**src/rtl/dm_arbiter.sv**
```systemverilog
// ---------------------------------------------------------------------------
// dm_arbiter
//
// Purpose:
//   Round-robin arbiter that lets two masters share a single-port data
//   memory. The memory has a combinational word read and writes on the
//   rising clock edge. Master 0 is the CPU MEM stage, master 1 is a
//   secondary requester (DMA / debug loader). Each granted access lasts
//   exactly one cycle. Misaligned or out-of-range accesses are acknowledged
//   with an error flag and never reach the memory as a write.
//
// Ports:
//   Clk                 clock, all state changes on the rising edge
//   Reset               synchronous, active-high reset
//   Req0/We0/Addr0/WData0  master 0 request, write enable, byte address, data
//   Ack0/Err0/RData0       master 0 completion pulse, reject flag, read data
//   Stall0                 master 0 waiting (Req0 & ~Ack0), freezes the CPU
//   Req1/We1/Addr1/WData1  master 1 request, write enable, byte address, data
//   Ack1/Err1/RData1       master 1 completion pulse, reject flag, read data
//   MemAddr/MemData        byte address and write data to the data memory
//   MemWrite               write enable to the data memory
//   MemOut                 combinational read data from the data memory
// ---------------------------------------------------------------------------
module dm_arbiter #(
  parameter int DEPTH_LOG2 = 10
) (
  input  logic        Clk,
  input  logic        Reset,
  input  logic        Req0,
  input  logic        We0,
  input  logic [31:0] Addr0,
  input  logic [31:0] WData0,
  output logic        Ack0,
  output logic        Err0,
  output logic [31:0] RData0,
  output logic        Stall0,
  input  logic        Req1,
  input  logic        We1,
  input  logic [31:0] Addr1,
  input  logic [31:0] WData1,
  output logic        Ack1,
  output logic        Err1,
  output logic [31:0] RData1,
  output logic [31:0] MemAddr,
  output logic [31:0] MemData,
  output logic        MemWrite,
  input  logic [31:0] MemOut
);

  typedef enum logic [1:0] {
    IDLE = 2'd0,
    GNT0 = 2'd1,
    GNT1 = 2'd2
  } state_t;

  state_t r_state;
  state_t w_next;
  logic   r_last;
  logic   w_bad0;
  logic   w_bad1;
  logic   w_ack0;

  // An access is rejected when it is not word aligned or when any address
  // bit above the memory's byte range is set.
  assign w_bad0 = (Addr0[1:0] != 2'b00) | (Addr0[31:DEPTH_LOG2+2] != '0);
  assign w_bad1 = (Addr1[1:0] != 2'b00) | (Addr1[31:DEPTH_LOG2+2] != '0);

  // State register plus the record of who was served last. Last resets to
  // master 1 so that master 0 wins the very first tie.
  always_ff @(posedge Clk) begin
    if (Reset) begin
      r_state <= IDLE;
      r_last  <= 1'b1;
    end else begin
      r_state <= w_next;
      if (r_state == GNT0) begin
        r_last <= 1'b0;
      end else if (r_state == GNT1) begin
        r_last <= 1'b1;
      end
    end
  end

  // Next-state selection. A grant always lasts one cycle; afterwards the
  // other master is served back-to-back if it is waiting, otherwise we go
  // back to IDLE so that a still-high request is arbitrated afresh.
  always_comb begin
    w_next = IDLE;
    case (r_state)
      IDLE: begin
        if (Req0 && Req1) begin
          w_next = r_last ? GNT0 : GNT1;
        end else if (Req0) begin
          w_next = GNT0;
        end else if (Req1) begin
          w_next = GNT1;
        end
      end
      GNT0: begin
        if (Req1) begin
          w_next = GNT1;
        end
      end
      GNT1: begin
        if (Req0) begin
          w_next = GNT0;
        end
      end
      default: w_next = IDLE;
    endcase
  end

  // Memory port and master responses. Everything is forced quiet while
  // Reset is high so a grant in progress is dropped without a write.
  always_comb begin
    w_ack0   = 1'b0;
    Err0     = 1'b0;
    RData0   = '0;
    Ack1     = 1'b0;
    Err1     = 1'b0;
    RData1   = '0;
    MemAddr  = '0;
    MemData  = '0;
    MemWrite = 1'b0;
    if (!Reset) begin
      case (r_state)
        GNT0: begin
          w_ack0   = 1'b1;
          MemAddr  = Addr0;
          MemData  = WData0;
          MemWrite = We0 & ~w_bad0;
          Err0     = w_bad0;
          RData0   = w_bad0 ? '0 : MemOut;
        end
        GNT1: begin
          Ack1     = 1'b1;
          MemAddr  = Addr1;
          MemData  = WData1;
          MemWrite = We1 & ~w_bad1;
          Err1     = w_bad1;
          RData1   = w_bad1 ? '0 : MemOut;
        end
        default: begin
        end
      endcase
    end
  end

  assign Ack0   = w_ack0;
  assign Stall0 = Req0 & ~w_ack0;

endmodule

```
**config.mk**
```make
export PLATFORM = sky130hd
export DESIGN_NAME = dm_arbiter
export DESIGN_NICKNAME = d
export VERILOG_FILES = /design/src/rtl/dm_arbiter.sv
export SDC_FILE = /design/constraint.sdc
export NUM_CORES = 1
export LEC_CHECK = 0
export ABC_AREA = 1
export BUFFER_PORTS_ARGS = -buffer_cell sky130_fd_sc_hd__buf_2
export CORE_AREA = 2 2 117 119
export CTS_CLUSTER_DIAMETER = 30
export DETAILED_ROUTE_END_ITERATION = 8
export DIE_AREA = 0 0 119 121
export PLACE_DENSITY = 0.49
export SLEW_MARGIN = 10
export SYNTH_ARGS = -nofsm -noshare
export SYNTH_HDL_FRONTEND = slang
export SYNTH_SLANG_ARGS = --single-unit
export TNS_END_PERCENT = 50
```
**constraint.sdc**
```tcl
create_clock -name Clk -period 2.5 [get_ports Clk]
set_clock_uncertainty 0.15 [all_clocks]
set_input_delay 0.75 -clock Clk [delete_from_list [all_inputs] [get_ports Clk]]
set_output_delay 0.75 -clock Clk [all_outputs]
set_load 0.05 [all_outputs]
```
Yosys cells after proc, flatten, opt, wreduce, memory -nomap -nowiden
Cells that the tools add are included.
{"block": "op_classes", "bitwise_logic": 8, "n_mux": 28, "reduce_logical": 7, "eq_ne": 2}
{"op": "2-to-1 mux 32 bit", "n": 8}
{"op": "case mux 32 bit (2 select lines)", "n": 2}
{"op": "nonzero test 20 bit", "n": 2}
{"op": "2-to-1 mux 1 bit", "n": 12}
{"op": "2-to-1 mux 2 bit", "n": 4}
{"op": "case mux 2 bit (3 select lines)", "n": 1}
{"op": "nonzero test 2 bit", "n": 3}
{"op": "AND 1 bit", "n": 3}
{"op": "NOT 1 bit", "n": 3}
{"op": "equality test 2 x 1 -> 1 bit, second input constant", "n": 1}
{"op": "equality test 2 bit, second input constant", "n": 1}
{"op": "zero test 2 bit", "n": 1}
{"op": "OR 1 bit", "n": 2}
{"op": "case mux 1 bit (2 select lines)", "n": 1}
{"op": "logical AND 1 bit", "n": 1}
{"block": "totals", "elab_cells": 47, "reg_bits": 3, "out_inout_bits": 134}

Depth between registers and ports, before layout
Gate-level depths: netlist (run 1).
{"block": "logic_depth", "word_depth": 6, "mapped_depth": 8, "depth_no_buf": 6}

Worst setup path after synthesis (run 1)
Ideal clock, no wire load.
{"block": "synth_timing", "path_type": "input port to output port", "startpoint": "input Reset", "endpoint": "output RData1[1]", "path_buffers": 1, "path_slack_ns": -1.055, "stages": 4, "required_time_ns": 1.600, "t_arrival_ns": 2.655, "cell_sequence": "nor2_2 inv_2 buf_2 nor3_1"}
{"block": "synth_between", "elab_chain_cells": 1}
{"item": "start, declared", "line_no": "28", "rtl": "input logic Reset,"}
{"item": "2-to-1 mux 32 bit", "line_no": "125", "rtl": "if (!Reset) begin"}
{"item": "end, declared", "line_no": "43", "rtl": "output logic [31:0] RData1,"}
Every way passes these cells.

Final worst setup path (run 1)
{"block": "layout_timing", "startpoint": "input Addr1[1]", "endpoint": "output RData1[22]"}
{"block": "layout_between", "elab_chain_cells": 5}
{"item": "start, declared", "line_no": "39", "rtl": "input logic [31:0] Addr1,"}
{"item": "nonzero test 2 bit", "line_no": "66", "rtl": "assign w_bad1 = (Addr1[1:0] != 2'b00) | (Addr1[31:DEPTH_LOG2+2] != '0);"}
{"item": "OR 1 bit", "line_no": "66"}
{"item": "2-to-1 mux 32 bit", "line_no": "141", "rtl": "RData1 = w_bad1 ? '0 : MemOut;"}
{"item": "2-to-1 mux 32 bit", "line_no": "126", "rtl": "case (r_state)"}
{"item": "2-to-1 mux 32 bit", "line_no": "125"}
Every way passes these cells.

==> impl_metrics.json, run 1 <==
{
  "status": "finished with violations",
  "violations": "setup timing",
  "holdPathEnd": "r_last",
  "antenna_found_initial": 0,
  "worst-path-max-fanout": 8,
  "antenna_left": 0,
  "maxSlewViolCount": 0,
  "cts_tree": "done",
  "cp_top_family": "simple AND/OR/NAND/NOR gates",
  "fin_tns_setup_ps": -31460,
  "slew_headroom_pct": 82.2,
  "place_area_um2": 4840,
  "drc": 0,
  "die_h_um": 121,
  "setup_viol": 131,
  "clk_pin_slew_ps": 30,
  "startpoint_type": "input port",
  "critPathArrivalTime_ps": 1980,
  "fp.coreArea_um2": 13100,
  "synth_edf_count": 0,
  "cp_slowest_cell": "or2_4",
  "die_w_um": 119,
  "yosysMostFrequentCell": "nand2_1",
  "r2r_end": "r_state[0]",
  "critPathRequiredTime_ps": 1600,
  "place.gp.congestion": 0.839,
  "async_reset_ff_share_pct": 0,
  "grt-ovfl-total": 0,
  "routed.top_layer": "met4",
  "detail_route.vias_per_cell": 4.44,
  "area_growth_pct": 156,
  "crit_path_end_kind": "output port",
  "cts_root_buf": "clkbuf_16",
  "port_buffers": 299,
  "synth_ff_type": "dfxtp_1",
  "synthesis.nets": 570,
  "drive_gt1_share_pct": 71.9,
  "path_buf_inv": 4,
  "hp-class": "reg -> reg",
  "finalHoldViolations": 0,
  "diodes": 0,
  "syn_inst": 400,
  "setup_ws_ps": -382,
  "met1_length_um": 4550,
  "start_util_pct": 18.4,
  "dieArea_um2": 14400,
  "vias": 3983,
  "synth_top_cell_by_area": "nor3_2",
  "worst_slew_pin_slew_ps": 268,
  "ys_top_cells_by_area": "nor3_2 (24%), nand2_1 (22%), a21oi_2 (18%)",
  "timing.final.crit_share_pct": 115,
  "wl_um": 12600,
  "ctsHoldBuffers": 0,
  "drt_iter0_markers": 133,
  "synth_top_cells_by_count": "nand2_1 (142), nor3_2 (58), a21oi_2 (50)",
  "grtUsageTotal_pct": 15.8,
  "wire_per_inst_um": 14.0,
  "synth_area_per_cell_um2": 6.03,
  "wl_met3_um": 857,
  "synth_area_um2": 2410,
  "fin_util_pct": 47.2,
  "synth_top_area_share_pct": 24.1,
  "final_cells": 898,
  "path_class": "in -> out",
  "dpl.cell_count": 884,
  "maxCapViolCount": 0,
  "design_area_um2": 6180,
  "total_leakage_power_nw": 2.92,
  "hold_ws_ps": 338,
  "ys_types": 23,
  "yosysSeqAreaShare_pct": 2.49,
  "yosys_warnings": 0,
  "crit_chain": "buf_2 -> or2_4 -> nor2_4 -> nand3_4 -> buf_12 -> buf_16 -> nor3_4 -> buf_6",
  "dp_hpwl_um": 9410,
  "route.met2.wl_um": 6850,
  "clock_sinks": 3,
  "r2r_setup_slack_ps": 990,
  "min_from": "r_last",
  "ios": 300,
  "cts_buffers": 3,
  "power_density_nw_per_um2": 187,
  "grt_pass1_vias": 3876,
  "r2r_start": "r_state[0]",
  "synth-seq-cells": 3,
  "ir_worst_vdd_v": 0.000217,
  "worstRegToRegCells": 7,
  "htree_levels": 1,
  "rsz0062_at_grt": "true",
  "cts_max_path_buffers": 2,
  "finalCriticalPeriod_ps": 2880,
  "firstDrtPassIters": 4,
  "pre_cts_ws_ps": -522,
  "grt_max_degree": 39,
  "final_nets": 893,
  "clk_latency_ps": 220,
  "std_cell_rows": 42,
  "finalPower_mw": 1.16,
  "slowest_delay_ps": 230,
  "grt_pass1_wl_um": 18900,
  "max_freq_mhz": 347,
  "min_path_cells": 2
}
[flip-flops by register name, summed over array words and instances (netlist names)]
register / cells
r_last: 1
r_state: 2
[routing by layer]
layer	GRT usage, %	vias to the layer above
met5	0	-
met2	31.5	200
met1	17.3	1828
li1	-	1933
met4	3.65	0
met3	2.54	22
[layout by cell type (no fill, tap or decap), types with 3 or more instances in the layout]
master,synthesis,layout
buf_2,11,156
buf_6,11,142
nand2_1,142,138
nor3_4,0,63
a21oi_2,50,57
inv_1,42,38
buf_4,3,34
buf_12,0,13
nor2_4,1,11
nor2_1,21,10
nor2_2,7,8
a21oi_1,17,6
inv_2,2,5
clkbuf_16,0,5
nand2_2,0,4
a21oi_4,0,4
buf_16,0,4
or2_4,0,3
ha_4,0,3
[tightest hold or removal path, cell delays in order (launching register included)]
cell	delay, ps
dfxtp_1	330
a21oi_1	70
o21ai_0	60
[power by group]
part           switching (mW)  internal (mW)  total (mW)  leakage (nW)
logic                   0.509          0.336       0.845          2.86
clock network          0.0417          0.210       0.252        0.0382
registers             0.00333         0.0545      0.0579        0.0255
[worst max path at each step]
stage | from | slack, ps | end | cells after the start
after floorplan | Reset | -330 | RData1[12] | 4
after global placement | Addr1[20] | -530 | RData1[21] | 8
after detailed placement | Addr1[20] | -520 | RData1[15] | 8
after CTS | Addr1[0] | -390 | RData1[2] | 8
after global routing | Addr1[0] | -420 | RData1[22] | 8
final | Addr1[1] | -380 | RData1[22] | 8
[logic make-up after synthesis]
family                   share of synthesized area, %
buffers and inverters                            16.6
flip-flops                                       2.49
AO/OA/AOI/OAI                                    22.4
AND/OR/NAND/NOR                                  56.5
adder cells (fa/ha/maj)                          2.07
[repair_timing]
item / 4_1_cts / 5_1_grt
pin swaps: 4 / 8
endpoints found under the setup margin: 131 / 133
gates resized for setup: 256 / 91
hold endpoints to repair: 0 / 0
buffers inserted: 2 / 4
cloned: 2 / 2
[layout make-up]
class                   count  area (um^2)
fillers                  1221         6900
repair buffers            352         3070
multi-input cells         319         2580
well taps                 176          220
inverters                  44          168
clock buffers               4         78.8
flip-flops and latches      3         62.6
Power figures use the tool's default switching activity.
==> run 2: changes to the inputs <==
- SETUP_SLACK_MARGIN: default -> 0.02
==> run 2 against run 1 <==
Against the previous run:
- the run still ends with setup timing left
- clock-buffer cell count unchanged
- worst setup slack better by 0.65 ps
- die area unchanged
- sequential power about the same
- via count is 0.25% higher
- routed wire length is 0.37% higher
- clock power hardly changed
- global-route usage unchanged
- first-iteration DRC count fell by 1.5%
==> impl_metrics.json, run 2 (synthesis results as in run 1) <==
{
  "wl_um": 12600,
  "fin_util_pct": 47.3,
  "pre_cts_ws_ps": -522,
  "clock_sinks": 3,
  "clk_pin_slew_ps": 30,
  "start_util_pct": 18.4,
  "detail_route.vias_per_cell": 4.45,
  "finalHoldViolations": 0,
  "cts_buffers": 3,
  "ir_worst_vdd_v": 0.000214,
  "fill_cells": 1221,
  "port_buffers": 299,
  "max_freq_mhz": 347,
  "worst_slew_pin_slew_ps": 263,
  "setup_viol": 131,
  "std_cell_rows": 42,
  "route.met2.wl_um": 6890,
  "cts_max_path_buffers": 2,
  "htree_levels": 1,
  "seq_area_um2": 62.6,
  "critPathArrivalTime_ps": 1980,
  "final_nets": 893,
  "slew_headroom_pct": 82.6,
  "grt-ovfl-total": 0,
  "drive_gt1_share_pct": 71.9,
  "timing.final.crit_share_pct": 115,
  "maxSlewViolCount": 0,
  "grt_pass1_wl_um": 18900,
  "largest_reg_flops": 2,
  "ios": 300,
  "met1_length_um": 4600,
  "cts_tree": "done",
  "wire_per_inst_um": 14.0,
  "crit_path_end_kind": "output port",
  "path_class": "in -> out",
  "antenna_left": 0,
  "startpoint_type": "input port",
  "status": "finished with violations",
  "wl_met3_um": 821,
  "finalPower_mw": 1.16,
  "power_density_nw_per_um2": 187,
  "setup_ws_ps": -381,
  "drt_iter0_markers": 131,
  "fp.coreArea_um2": 13100,
  "hp-class": "reg -> reg",
  "grt_max_degree": 39,
  "maxCapViolCount": 0,
  "dp_hpwl_um": 9410,
  "regMostFlops": "r_state",
  "final_cell_mix": "buf_2 (155), buf_6 (142), nand2_1 (138), nor3_4 (63), a21oi_2 (57)",
  "rsz0062_at_grt": "true",
  "worst-path-max-fanout": 8,
  "grtUsageTotal_pct": 15.8,
  "routed.top_layer": "met4",
  "ctsHoldBuffers": 0,
  "drc": 0,
  "final_common_cell": "buf_2",
  "firstDrtPassIters": 4,
  "die_w_um": 119,
  "critPathRequiredTime_ps": 1600,
  "reg_top3": "r_state: 2 flops, r_last: 1 flops",
  "clk_latency_ps": 220,
  "total_leakage_power_nw": 2.92,
  "diodes": 0,
  "cts_root_buf": "clkbuf_16",
  "place.gp.congestion": 0.839,
  "die_h_um": 121,
  "finalCriticalPeriod_ps": 2880,
  "violations": "setup timing",
  "antenna_found_initial": 0,
  "vias": 3993,
  "area_growth_pct": 156,
  "dieArea_um2": 14400,
  "multi_input_area_um2": 2580,
  "grt_pass1_vias": 3876
}
## run 2: path summary, 6_finish.rpt
check	slack, ps	startpoint	endpoint	cells past startpoint
setup / recovery	-380	Addr1[0]	RData1[22]	8
hold / removal	340	r_last	r_last	2
setup reg to reg	990	r_state[0]	r_state[0]	7
hold reg to reg	340	r_last	r_last	2
## run 2: layer usage
layer,up-vias,track usage [%]
met5,-,0
met4,0,3.65
met3,22,2.54
met2,201,31.5
met1,1837,17.3
li1,1933,-
## run 2: area by class of cell
class	instances	area share, %
repair buffers	352	49.7
multi-input cells	319	41.7
well taps	176	3.56
inverters	44	2.71
clock buffers	4	1.27
flip-flops and latches	3	1.01
## run 2: power by group
part           switching [mW]  total, mW  internal (mW)
sequential            0.00331     0.0579         0.0545
combinational           0.511      0.848          0.337
clock                  0.0416      0.252          0.210
## run 2: critical path, cell delays in order
cell and delay, ps:
buf_6 90, or2_4 250, nor2_4 140, nand3_4 120
buf_12 160, buf_16 150, nor3_4 130, buf_6 180
## run 2: through the flow
| step | std cells | setup TNS (ps) | instance area (um^2) | hold WS (ps) |
|---|---|---|---|---|
| floorplan | 400 | -31330 | 2910 | 286 |
| global placement | 884 | -41670 | 4840 | 306 |
| detailed placement | 884 | -41750 | 4840 | 339 |
| CTS | 892 | -31110 | 5840 | 348 |
| global route | 898 | -38520 | 6180 | 378 |
| finish | 898 | -31320 | 6180 | 337 |
## run 2: what timing repair did
action                                  CTS  global route
endpoints found under the setup margin  131           133
cloned                                    2             2
buffers inserted                          2             4
gates resized for setup                 256            92
pin swaps                                 4             8
==> run 3: changes to the inputs <==
- PLACE_DENSITY: 0.49 -> 0.5
- SKIP_CTS_REPAIR_TIMING: default -> 1
==> run 3 against run 2 <==
Against the previous run:
- the flow still finishes with violations (setup timing)
- clock-buffer cell count unchanged
- combinational power decreased by 5.2%
- non-clock buffer count decreased by 9
==> impl_metrics.json, run 3 (synthesis results as in run 1) <==
{
  "status": "finished with violations",
  "violations": "setup timing",
  "grt_pass1_wl_um": 17400,
  "maxCapViolCount": 0,
  "hp-class": "reg -> reg",
  "min_path_cells": 2,
  "wl_um": 12200,
  "grtUsageTotal_pct": 14.5,
  "start_util_pct": 18.4,
  "fin_tns_setup_ps": -24000,
  "drc": 0,
  "crit_chain": "buf_6 -> or2_4 -> nor2_4 -> nand3_4 -> buf_12 -> nor3_4 -> buf_6",
  "ir_worst_vdd_v": 0.000163,
  "final_cell_mix": "buf_2 (159), buf_6 (143), nand2_1 (134), nor3_4 (64), a21oi_2 (60)",
  "setup_viol": 131,
  "final_common_cell": "buf_2",
  "worst-path-max-fanout": 18,
  "power_density_nw_per_um2": 186,
  "reg_top3": "r_state: 2 flops, r_last: 1 flops",
  "r2r_setup_slack_ps": 1000,
  "vias": 3896,
  "diodes": 0,
  "clock_sinks": 3,
  "fp.coreArea_um2": 13100,
  "htree_levels": 1,
  "largest_reg_flops": 2,
  "r2r_end": "r_state[1]",
  "place.gp.congestion": 0.805,
  "grt-ovfl-total": 0,
  "internal-power_mw": 0.574,
  "r2r_start": "r_state[1]",
  "ios": 300,
  "swShare_pct": 48.6,
  "crit_path_end_kind": "output port",
  "regMostFlops": "r_state",
  "startpoint_type": "input port",
  "clk_pin_slew_ps": 30,
  "rsz0062_at_grt": "true",
  "firstDrtPassIters": 4,
  "cp_slowest_cell": "or2_4",
  "final_nets": 884,
  "grt_max_degree": 45,
  "slowest_delay_ps": 250,
  "cts_root_buf": "clkbuf_16",
  "drive_gt1_share_pct": 72.2,
  "drt_iter0_markers": 97,
  "slew_headroom_pct": 82.1,
  "dieArea_um2": 14400,
  "cts_tree": "done",
  "worstRegToRegCells": 6,
  "wire_per_inst_um": 13.7,
  "dp_hpwl_um": 9460,
  "seq_power_share_pct": 5.2,
  "total_leakage_power_nw": 2.85,
  "worst_slew_pin_slew_ps": 271,
  "cts_max_path_buffers": 2,
  "critPathArrivalTime_ps": 1940,
  "crit_end": "RData0[29]",
  "critPathRequiredTime_ps": 1600,
  "area_growth_pct": 149,
  "setup_ws_ps": -344,
  "maxSlewViolCount": 0,
  "max_freq_mhz": 352,
  "timing.final.crit_share_pct": 114,
  "fin_util_pct": 45.9,
  "antenna_left": 0,
  "crit_start": "Addr0[0]",
  "clkPwrFrac_pct": 22.8,
  "antenna_found_initial": 0,
  "port_buffers": 299,
  "finalHoldViolations": 0,
  "grt_pass1_vias": 3692,
  "cpMostUsedCell": "buf_6",
  "die_h_um": 121,
  "clk_latency_ps": 230,
  "die_w_um": 119,
  "path_class": "in -> out",
  "finalCriticalPeriod_ps": 2840,
  "p_sw_mw": 0.543,
  "std_cell_rows": 42,
  "detail_route.vias_per_cell": 4.38,
  "cts_buffers": 3,
  "comb_power_share_pct": 72.0
}
[run 3: worst min path at each step]
| stage | slack, ps | end | from |
|---|---|---|---|
| floorplan | 290 | r_last | r_last |
| global placement | 310 | r_last | r_last |
| detailed placement | 320 | r_last | r_last |
| CTS | 330 | r_last | r_last |
| global route | 350 | r_last | r_last |
| finish | 320 | r_last | r_last |
[run 3: power by group through the flow]
stage	sequential, mW	combinational (mW)	clock (mW)
6_report	0.0581	0.804	0.255
5_1_grt	0.0587	0.868	0.269
4_1_cts	0.0571	0.725	0.261
3_5_place_dp	0.0577	0.722	0
3_3_place_gp	0.0576	0.712	0
2_1_floorplan	0.0573	0.441	0
[run 3: critical path: cells and delay by family]
kind | cells | cell delay [ps]
buffers and inverters | 3 | 500
AND/OR/NAND/NOR | 4 | 670
[run 3: final cells by class]
| class | count | area (um^2) |
|---|---|---|
| Clock buffer | 4 | 78.8 |
| Fill cell | 1253 | 7080 |
| Inverter | 44 | 168 |
| Multi-Input combinational cell | 319 | 2570 |
| Sequential cell | 3 | 62.6 |
| Tap cell | 176 | 220 |
| Timing Repair Buffer | 343 | 2900 |
[run 3: routing by layer]
layer,vias to the layer above,share of wire (%),GRT usage [%]
met1,1762,36,16.5
met2,195,56,28.2
met4,0,2.1,2.31
met5,-,0,0
li1,1912,-,-
met3,27,6.6,2.58
[run 3: through the flow]
step	cell area [um^2]	hold WS, ps	setup slack, ps	instances	total power, mW
final	6010	321	-344	889	1.12
after global routing	6010	352	-401	889	1.20
after CTS	4890	329	-490	886	1.04
after detailed placement	4810	320	-489	882	0.780
after global placement	4810	312	-474	882	0.770
after floorplan	2910	286	-326	400	0.498
